## config.mk

```make
export PLATFORM = sky130hd
export DESIGN_NAME = stack_ctrl
export DESIGN_NICKNAME = d
export VERILOG_FILES = /design/src/rtl/stack_pkg.sv /design/src/rtl/stack_sp_reg.sv /design/src/rtl/stack_ctrl.sv
export SDC_FILE = /design/constraint.sdc
export NUM_CORES = 1
export LEC_CHECK = 0
export ABC_AREA = 1
export CAP_MARGIN = 20
export CORE_AREA = 2 2 93 95
export DETAILED_ROUTE_END_ITERATION = 10
export DIE_AREA = 0 0 95 97
export GPL_TIMING_DRIVEN = 0
export PLACE_DENSITY_LB_ADDON = 0.12
export SLEW_MARGIN = 20
export SYNTH_ARGS = -nofsm -noshare
export SYNTH_HDL_FRONTEND = slang
export SYNTH_HIERARCHICAL = 1
export SYNTH_SLANG_ARGS = --single-unit
```

## constraint.sdc

```tcl
create_clock -name CLK -period 2.4 [get_ports CLK]
set_input_delay 0.36 -clock CLK [delete_from_list [all_inputs] [get_ports CLK]]
set_output_delay 0.36 -clock CLK [all_outputs]
set_load 0.01 [all_outputs]
```

## src/rtl/stack_pkg.sv

```systemverilog
// Shared types and defaults for the downward-growing hardware stack controller.
// Consumers: stack_ctrl (optional PEEK support under STACK_PEEK_EN) and stack_sp_reg.
package stack_pkg;

  typedef enum logic [2:0] {
    IDLE,
    WR,
    RD,
    CAP,
    FIN
  } state_e;

  localparam logic [15:0] SP_TOP_DEFAULT      = 16'h01FF;
  localparam int          STACK_DEPTH_DEFAULT = 256;

endpackage

```

## src/rtl/stack_sp_reg.sv

```systemverilog
// Stack pointer register with single-step inc/dec and the occupancy compares.
// EMPTY sits at SP_TOP; FULL sits DEPTH words below it.
module stack_sp_reg
  import stack_pkg::*;
#(
  parameter logic [15:0] SP_TOP = SP_TOP_DEFAULT,
  parameter int          DEPTH  = STACK_DEPTH_DEFAULT
) (
  input  logic        clk_i,
  input  logic        rst_i,
  input  logic        inc_i,
  input  logic        dec_i,
  output logic [15:0] sp_o,
  output logic        full_o,
  output logic        empty_o
);

  localparam logic [15:0] FullSp = SP_TOP - 16'(DEPTH);

  logic [15:0] sp_q, sp_d;

  always_ff @(posedge clk_i or posedge rst_i) begin
    if (rst_i) sp_q <= SP_TOP;
    else       sp_q <= sp_d;
  end

  always_comb begin
    sp_d = sp_q;
    if (inc_i)      sp_d = sp_q + 16'd1;
    else if (dec_i) sp_d = sp_q - 16'd1;
  end

  assign sp_o    = sp_q;
  assign empty_o = (sp_q == SP_TOP);
  assign full_o  = (sp_q == FullSp);

endmodule

```

## src/rtl/stack_ctrl.sv

```systemverilog
// Stack controller: sequences push (WR) and pop (RD/CAP) accesses to an external memory.
// Define STACK_PEEK_EN to add the PEEK port (read top of stack without popping).
module stack_ctrl
  import stack_pkg::*;
#(
  parameter logic [15:0] SP_TOP = SP_TOP_DEFAULT,
  parameter int          DEPTH  = STACK_DEPTH_DEFAULT
) (
  input  logic        CLK,
  input  logic        RST,
  input  logic        PUSH,
  input  logic        POP,
`ifdef STACK_PEEK_EN
  input  logic        PEEK,
`endif
  input  logic [15:0] DIN,
  output logic [15:0] DOUT,
  output logic        BUSY,
  output logic        DONE,
  output logic        ERR,
  output logic        FULL,
  output logic        EMPTY,
  output logic [15:0] SP,
  output logic [15:0] MEM_ADDR,
  output logic        MEM_WE,
  output logic        MEM_RE,
  output logic [15:0] MEM_WDATA,
  input  logic [15:0] MEM_RDATA
);

  state_e      state_q, state_d;
  logic [15:0] wdata_q, wdata_d;
  logic [15:0] dout_q, dout_d;
  logic        sp_inc, sp_dec;
  logic        err_c;
  logic        conflict;
`ifdef STACK_PEEK_EN
  logic        peek_q, peek_d;
`endif

  stack_sp_reg #(
    .SP_TOP (SP_TOP),
    .DEPTH  (DEPTH)
  ) u_sp (
    .clk_i   (CLK),
    .rst_i   (RST),
    .inc_i   (sp_inc),
    .dec_i   (sp_dec),
    .sp_o    (SP),
    .full_o  (FULL),
    .empty_o (EMPTY)
  );

`ifdef STACK_PEEK_EN
  assign conflict = (PUSH && POP) || (PEEK && (PUSH || POP));
`else
  assign conflict = PUSH && POP;
`endif

  always_ff @(posedge CLK or posedge RST) begin
    if (RST) begin
      state_q <= IDLE;
      wdata_q <= '0;
      dout_q  <= '0;
`ifdef STACK_PEEK_EN
      peek_q  <= 1'b0;
`endif
    end else begin
      state_q <= state_d;
      wdata_q <= wdata_d;
      dout_q  <= dout_d;
`ifdef STACK_PEEK_EN
      peek_q  <= peek_d;
`endif
    end
  end

  always_comb begin
    state_d  = state_q;
    wdata_d  = wdata_q;
    dout_d   = dout_q;
`ifdef STACK_PEEK_EN
    peek_d   = peek_q;
`endif
    sp_inc   = 1'b0;
    sp_dec   = 1'b0;
    MEM_WE   = 1'b0;
    MEM_RE   = 1'b0;
    MEM_ADDR = SP;
    DONE     = 1'b0;
    err_c    = 1'b0;
    case (state_q)
      IDLE: begin
        if (conflict) begin
          err_c = 1'b1;
        end else if (PUSH) begin
          if (FULL) err_c = 1'b1;
          else begin
            wdata_d = DIN;
            state_d = WR;
          end
        end else if (POP) begin
          if (EMPTY) err_c = 1'b1;
          else begin
            state_d = RD;
`ifdef STACK_PEEK_EN
            peek_d  = 1'b0;
`endif
          end
`ifdef STACK_PEEK_EN
        end else if (PEEK) begin
          if (EMPTY) err_c = 1'b1;
          else begin
            state_d = RD;
            peek_d  = 1'b1;
          end
`endif
        end
      end
      WR: begin
        MEM_WE  = 1'b1;
        sp_dec  = 1'b1;
        state_d = FIN;
      end
      RD: begin
        MEM_RE   = 1'b1;
        MEM_ADDR = SP + 16'd1;
        state_d  = CAP;
      end
      CAP: begin
        // Read data returns one cycle after the RD strobe, so it is captured here.
        dout_d  = MEM_RDATA;
`ifdef STACK_PEEK_EN
        sp_inc  = !peek_q;
`else
        sp_inc  = 1'b1;
`endif
        state_d = FIN;
      end
      FIN: begin
        DONE    = 1'b1;
        state_d = IDLE;
      end
      default: state_d = IDLE;
    endcase
  end

  // ERR is decoded straight from the request pins, so it is masked while reset is held.
  assign ERR       = err_c && !RST;
  assign BUSY      = (state_q != IDLE);
  assign DOUT      = dout_q;
  assign MEM_WDATA = wdata_q;

endmodule

```

==> results by stage <==
Outcome:
- The run finished, with violations left.
- The final reports fail on negative setup slack.

Routing:
- The via count is roughly 3,700.
- The number of design rule violations left after detail routing is 0.
- The final routed wirelength across all metal layers is about 10 mm.
- The number of iterations in the first detailed-routing pass is 4.
- Once detail routing completed, the nets flagged for antenna violations numbered 0.
- For this block, the initial DRC count from the detailed router was ~170.
- The detail-routed net length per standard cell is about 14 um.
- The detail-routed via count per cell is approximately 5.

Worst hold path:
- The type of the worst min-delay path is flop to flop.

Logic synthesis:
- The proportion of synthesized chip area in sequential cells is approximately 37%.
- The async set-or-reset flop fraction in the synthesized netlist is 100%.
- The top cell type's share of synthesized area is 30.4%.
- The post-synthesis cell type count is 36.
- The post-synth net total is 540.
- Summing every instance area after synthesis gives 0.00345 sq mm.
- Counting flops and latches in the post-synthesis netlist gives a little over 50.
- The synthesized area divided by synthesized cell count is about 7.1 sq um.
- Among all flip-flop cells after synthesis, the most frequent one is sky130_fd_sc_hd__dfrtp_1.
- The number of warning messages in the yosys log is 6.
- Yosys mapped a number of flops with a built-in enable equal to 0.
- The synthesized design spends more area on one cell type than any other, namely sky130_fd_sc_hd__dfrtp_1.
- After synthesis, the cell types taking the most area are sky130_fd_sc_hd__dfrtp_1, sky130_fd_sc_hd__nand2_1, sky130_fd_sc_hd__dfstp_2.
- Synthesis produced a netlist whose cell count is about 500.

Setup path:
- In this run the worst path has a maximum fanout of 6.
- The number of buffers and inverters on the critical path is 1.
- The endpoint kind of the worst setup timing path is a primary output.
- The cell seen most often among critical-path stages is sky130_fd_sc_hd__nor3_2.
- The cell family contributing the most delay on the critical path is simple AND/OR/NAND/NOR gates.
- For this run, the slowest stage of the critical path takes between 0.6 and 0.7 ns.
- The signal on the critical path passes through nand2_2 -> nor3_2 -> nand4_1 -> nor3_2 -> nor2_2 -> nor4_1 -> buf_2.
- For the worst setup path, the data arrival time is 2.20 ns.
- At the worst endpoint, the required time is a little over 2 ns.
- The critical path start-end classification is flop to primary output.
- For this design, the slowest cell found on the critical path is sky130_fd_sc_hd__dfstp_2.
- The worst setup path is launched from a flop.

STA:
- The number of hold violations in the final report was 0.
- The fmax is about 400 MHz.
- The final setup TNS is -0.158 ns.
- The headroom to the max-slew limit is 52.9%.
- The count of pins over their slew limit was 0.
- For the pin with the worst max-slew slack, the measured transition is 0.706 ns.
- Setup repair after global routing could not meet its margin everywhere.
- The post-route minimum period is around 2.6 ns.
- Setup violations remaining at the end of the flow were counted as 1.
- The portion of the clock cycle consumed by the worst path in the final layout is 107%.
- The final critical-path setup slack is -0.158 ns.
- The final setup skew is a little under 0.007 ns.

GRT:
- The first global-routing pass estimated between 15 and 20 mm of wire.
- For this run, the total global-route usage over all layers was measured as ~22%.
- Entering global routing, the biggest net connects 36 pins.
- The initial antenna violation count is 0.
- After global routing the overflow that remains totals 0.
- The number of global-route vias before repair came to approximately 3,500.

Floorplanning:
- The overall die width is about 95 um.
- The vertical die dimension is approximately 97 um.
- The placement row count is 33.
- The core area is a little over 0.008 sq mm.
- The die covers about 0.009 sq mm.
- For this configuration, the core starts out at a cell density of a little over two fifths.
- Pin placement for this block handled around 110 I/O pins.

Placement:
- Input and output buffers added on the ports amount to roughly 110.
- Summing all placed instances gives a cell area of 0.00465 sq mm.
- At the end of routability-driven placement, the weighted congestion stood at approximately 0.86.
- Before CTS, the worst setup slack after placement is -0.370 ns.
- The HPWL after detailed placement is slightly above 7 mm.

Finish:
- The library cells used most frequently in the layout, excluding fill and tap cells, are sky130_fd_sc_hd__nand2_1, sky130_fd_sc_hd__clkdlybuf4s50_1, sky130_fd_sc_hd__inv_1, sky130_fd_sc_hd__dfrtp_1, sky130_fd_sc_hd__buf_4.
- After the last flow step, the layout net total stands at 696.
- Once layout is complete, the utilization of the core stands at 66.6%.
- Compared with the post-synthesis result, the final layout area differs by 56.8%.
- The post-route cell area is around 0.0054 sq mm.
- The fill cell total of the finished layout is 694.
- The post-route netlist has approximately 24% of its cells at a drive strength greater than 1.
- The number of antenna diodes is 0.
- The most common cell after layout, fill and taps aside is sky130_fd_sc_hd__nand2_1.

CTS:
- The clock transition time at the flip-flop clock pins of the worst setup and hold paths is approximately 0.1 ns.
- The clock reaches the later pin of the worst-skew pair after 0.31 ns.
- The buffer type at the clock tree root is sky130_fd_sc_hd__clkbuf_8.
- No sink is reached through more buffers than the 2 on the longest clock path.
- The number of buffers inserted during clock tree synthesis is 5.
- The H-tree depth reported by CTS is 2.
- TritonCTS built the clock tree.
- Counting every sink on the clock net gives roughly 50.

Power:
- VDD sags by at most just over 800 uV.
- The total power density per cell area is 1490 mW/mm^2.
- The completed layout was analyzed and its total power is between 8 and 9 mW.
- The standby leakage power is roughly 2.7 nW.

Run:
- Across the run, the number of max-cap violations was 0.
worst register-to-register path, cell delays in order, from the launching register on:
cell	delay, ns
sky130_fd_sc_hd__dfrtp_2	0.46
sky130_fd_sc_hd__nor2_4	0.14
sky130_fd_sc_hd__nand2_4	0.09
sky130_fd_sc_hd__inv_8	0.08
sky130_fd_sc_hd__buf_12	0.11
sky130_fd_sc_hd__clkinvlp_4	0.17
sky130_fd_sc_hd__clkbuf_16	0.22
sky130_fd_sc_hd__ha_4	0.27
sky130_fd_sc_hd__nand2_1	0.08
sky130_fd_sc_hd__nand2_2	0.06
sky130_fd_sc_hd__a21oi_2	0.17
sky130_fd_sc_hd__nand2_4	0.09
sky130_fd_sc_hd__nand2_1	0.10
sky130_fd_sc_hd__nand2_1	0.06
sky130_fd_sc_hd__nand2_1	0.05
sky130_fd_sc_hd__nand2_1	0.05
sky130_fd_sc_hd__nand2_1	0.05
sky130_fd_sc_hd__nand2_1	0.04
per-layer routing:
metal | share of wire [%] | GRT usage, % | wire length, um
met1 | 46 | 31.9 | 4760
met4 | 0.88 | 3.68 | 92
met3 | 5.7 | 3.74 | 599
met2 | 48 | 36.0 | 4990
met5 | 0 | 0 | 0
report_power, final:
group | switching, mW | internal [mW] | leakage, nW
Clock | 0.307 | 0.314 | 0.0548
Combinational | 3.00 | 2.70 | 2.02
Sequential | 0.408 | 1.34 | 0.611
cells by family (layout without fill, tap and decap cells):
group,count (synthesis),count (layout),share of synthesized area (%)
adder cells (fa/ha/maj),16,16,6.01
buffers and inverters,68,225,8.19
AND/OR/NAND/NOR,301,301,39.2
AO/OA/AOI/OAI,40,40,6.27
XOR/XNOR,12,12,3.04
flip-flops,51,51,37.3
sequential cells by signal, summed over array words and instances, names as in the netlist:
signal	count
u_sp/sp_o	16
state_q	3
DOUT	16
MEM_WDATA	16
repair_timing:
| item | in CTS | in global routing |
|---|---|---|
| setup buffers | 20 | 22 |
| pin swaps | 4 | 15 |
| gates resized for setup | 46 | 51 |
| hold endpoints to repair | 0 | 0 |
| gates cloned | 0 | 1 |
| hold buffers | 0 | 0 |
| setup endpoints to repair | 30 | 32 |
cell type report:
class | instances | area [sq um] | area share [%]
clock inverters | 3 | 46.3 | 0.855
clock buffers | 5 | 68.8 | 1.27
flip-flops and latches | 51 | 1290 | 23.8
well taps | 105 | 131 | 2.43
repair buffers | 149 | 1400 | 25.8
multi-input cells | 369 | 2180 | 40.2
inverters | 61 | 240 | 4.44
plain buffers | 7 | 62.6 | 1.16
synthesized netlist by cell type (3+ instances only):
library cell               number
sky130_fd_sc_hd__nand2_1      204
sky130_fd_sc_hd__nor2_2         4
sky130_fd_sc_hd__xnor2_1        8
sky130_fd_sc_hd__nor3_1         7
sky130_fd_sc_hd__nor2_1        24
sky130_fd_sc_hd__o21ai_0       20
sky130_fd_sc_hd__a21oi_2        3
sky130_fd_sc_hd__and2_1         3
sky130_fd_sc_hd__dfstp_2        9
sky130_fd_sc_hd__a21oi_1        9
sky130_fd_sc_hd__xor2_1         4
sky130_fd_sc_hd__nand2_2        4
sky130_fd_sc_hd__o21ai_1        6
sky130_fd_sc_hd__nor2_4         4
sky130_fd_sc_hd__or2_1          4
sky130_fd_sc_hd__nand3_2        3
sky130_fd_sc_hd__buf_2          3
sky130_fd_sc_hd__inv_2          7
sky130_fd_sc_hd__nand3b_1       4
sky130_fd_sc_hd__nand4_1        7
sky130_fd_sc_hd__inv_1         53
sky130_fd_sc_hd__ha_1          15
sky130_fd_sc_hd__dfrtp_1       42
sky130_fd_sc_hd__nand3_1       24
sky130_fd_sc_hd__buf_6          3
through the flow:
| stage | hold WS, ns | cells |
|---|---|---|
| floorplan | 0.267 | 488 |
| global placement | 0.461 | 699 |
| detailed placement | 0.468 | 699 |
| CTS | 0.493 | 727 |
| global route | 0.518 | 750 |
| finish | 0.490 | 750 |
path summary, 6_finish.rpt:
check | startpoint | to | slack (ns) | depth (start not counted)
worst max-delay path | u_sp/sp_o[4]$_DFFE_PP1P_ | ERR | -0.16 | 7
worst min-delay path | DOUT[0]$_DFFE_PP0P_ | DOUT[0]$_DFFE_PP0P_ | 0.49 | 2
worst max register to register | state_q[2]$_DFFE_PP0P_ | u_sp/sp_o[15]$_DFFE_PP0P_ | 0 | 17
worst min register to register | DOUT[0]$_DFFE_PP0P_ | DOUT[0]$_DFFE_PP0P_ | 0.49 | 2
max in group asynchronous | RST | state_q[2]$_DFFE_PP0P_ | 1.36 | 2
min in group asynchronous | RST | u_sp/sp_o[9]$_DFFE_PP0P_ | 0.52 | 2
No activity file was read; power rests on OpenSTA's default activity.
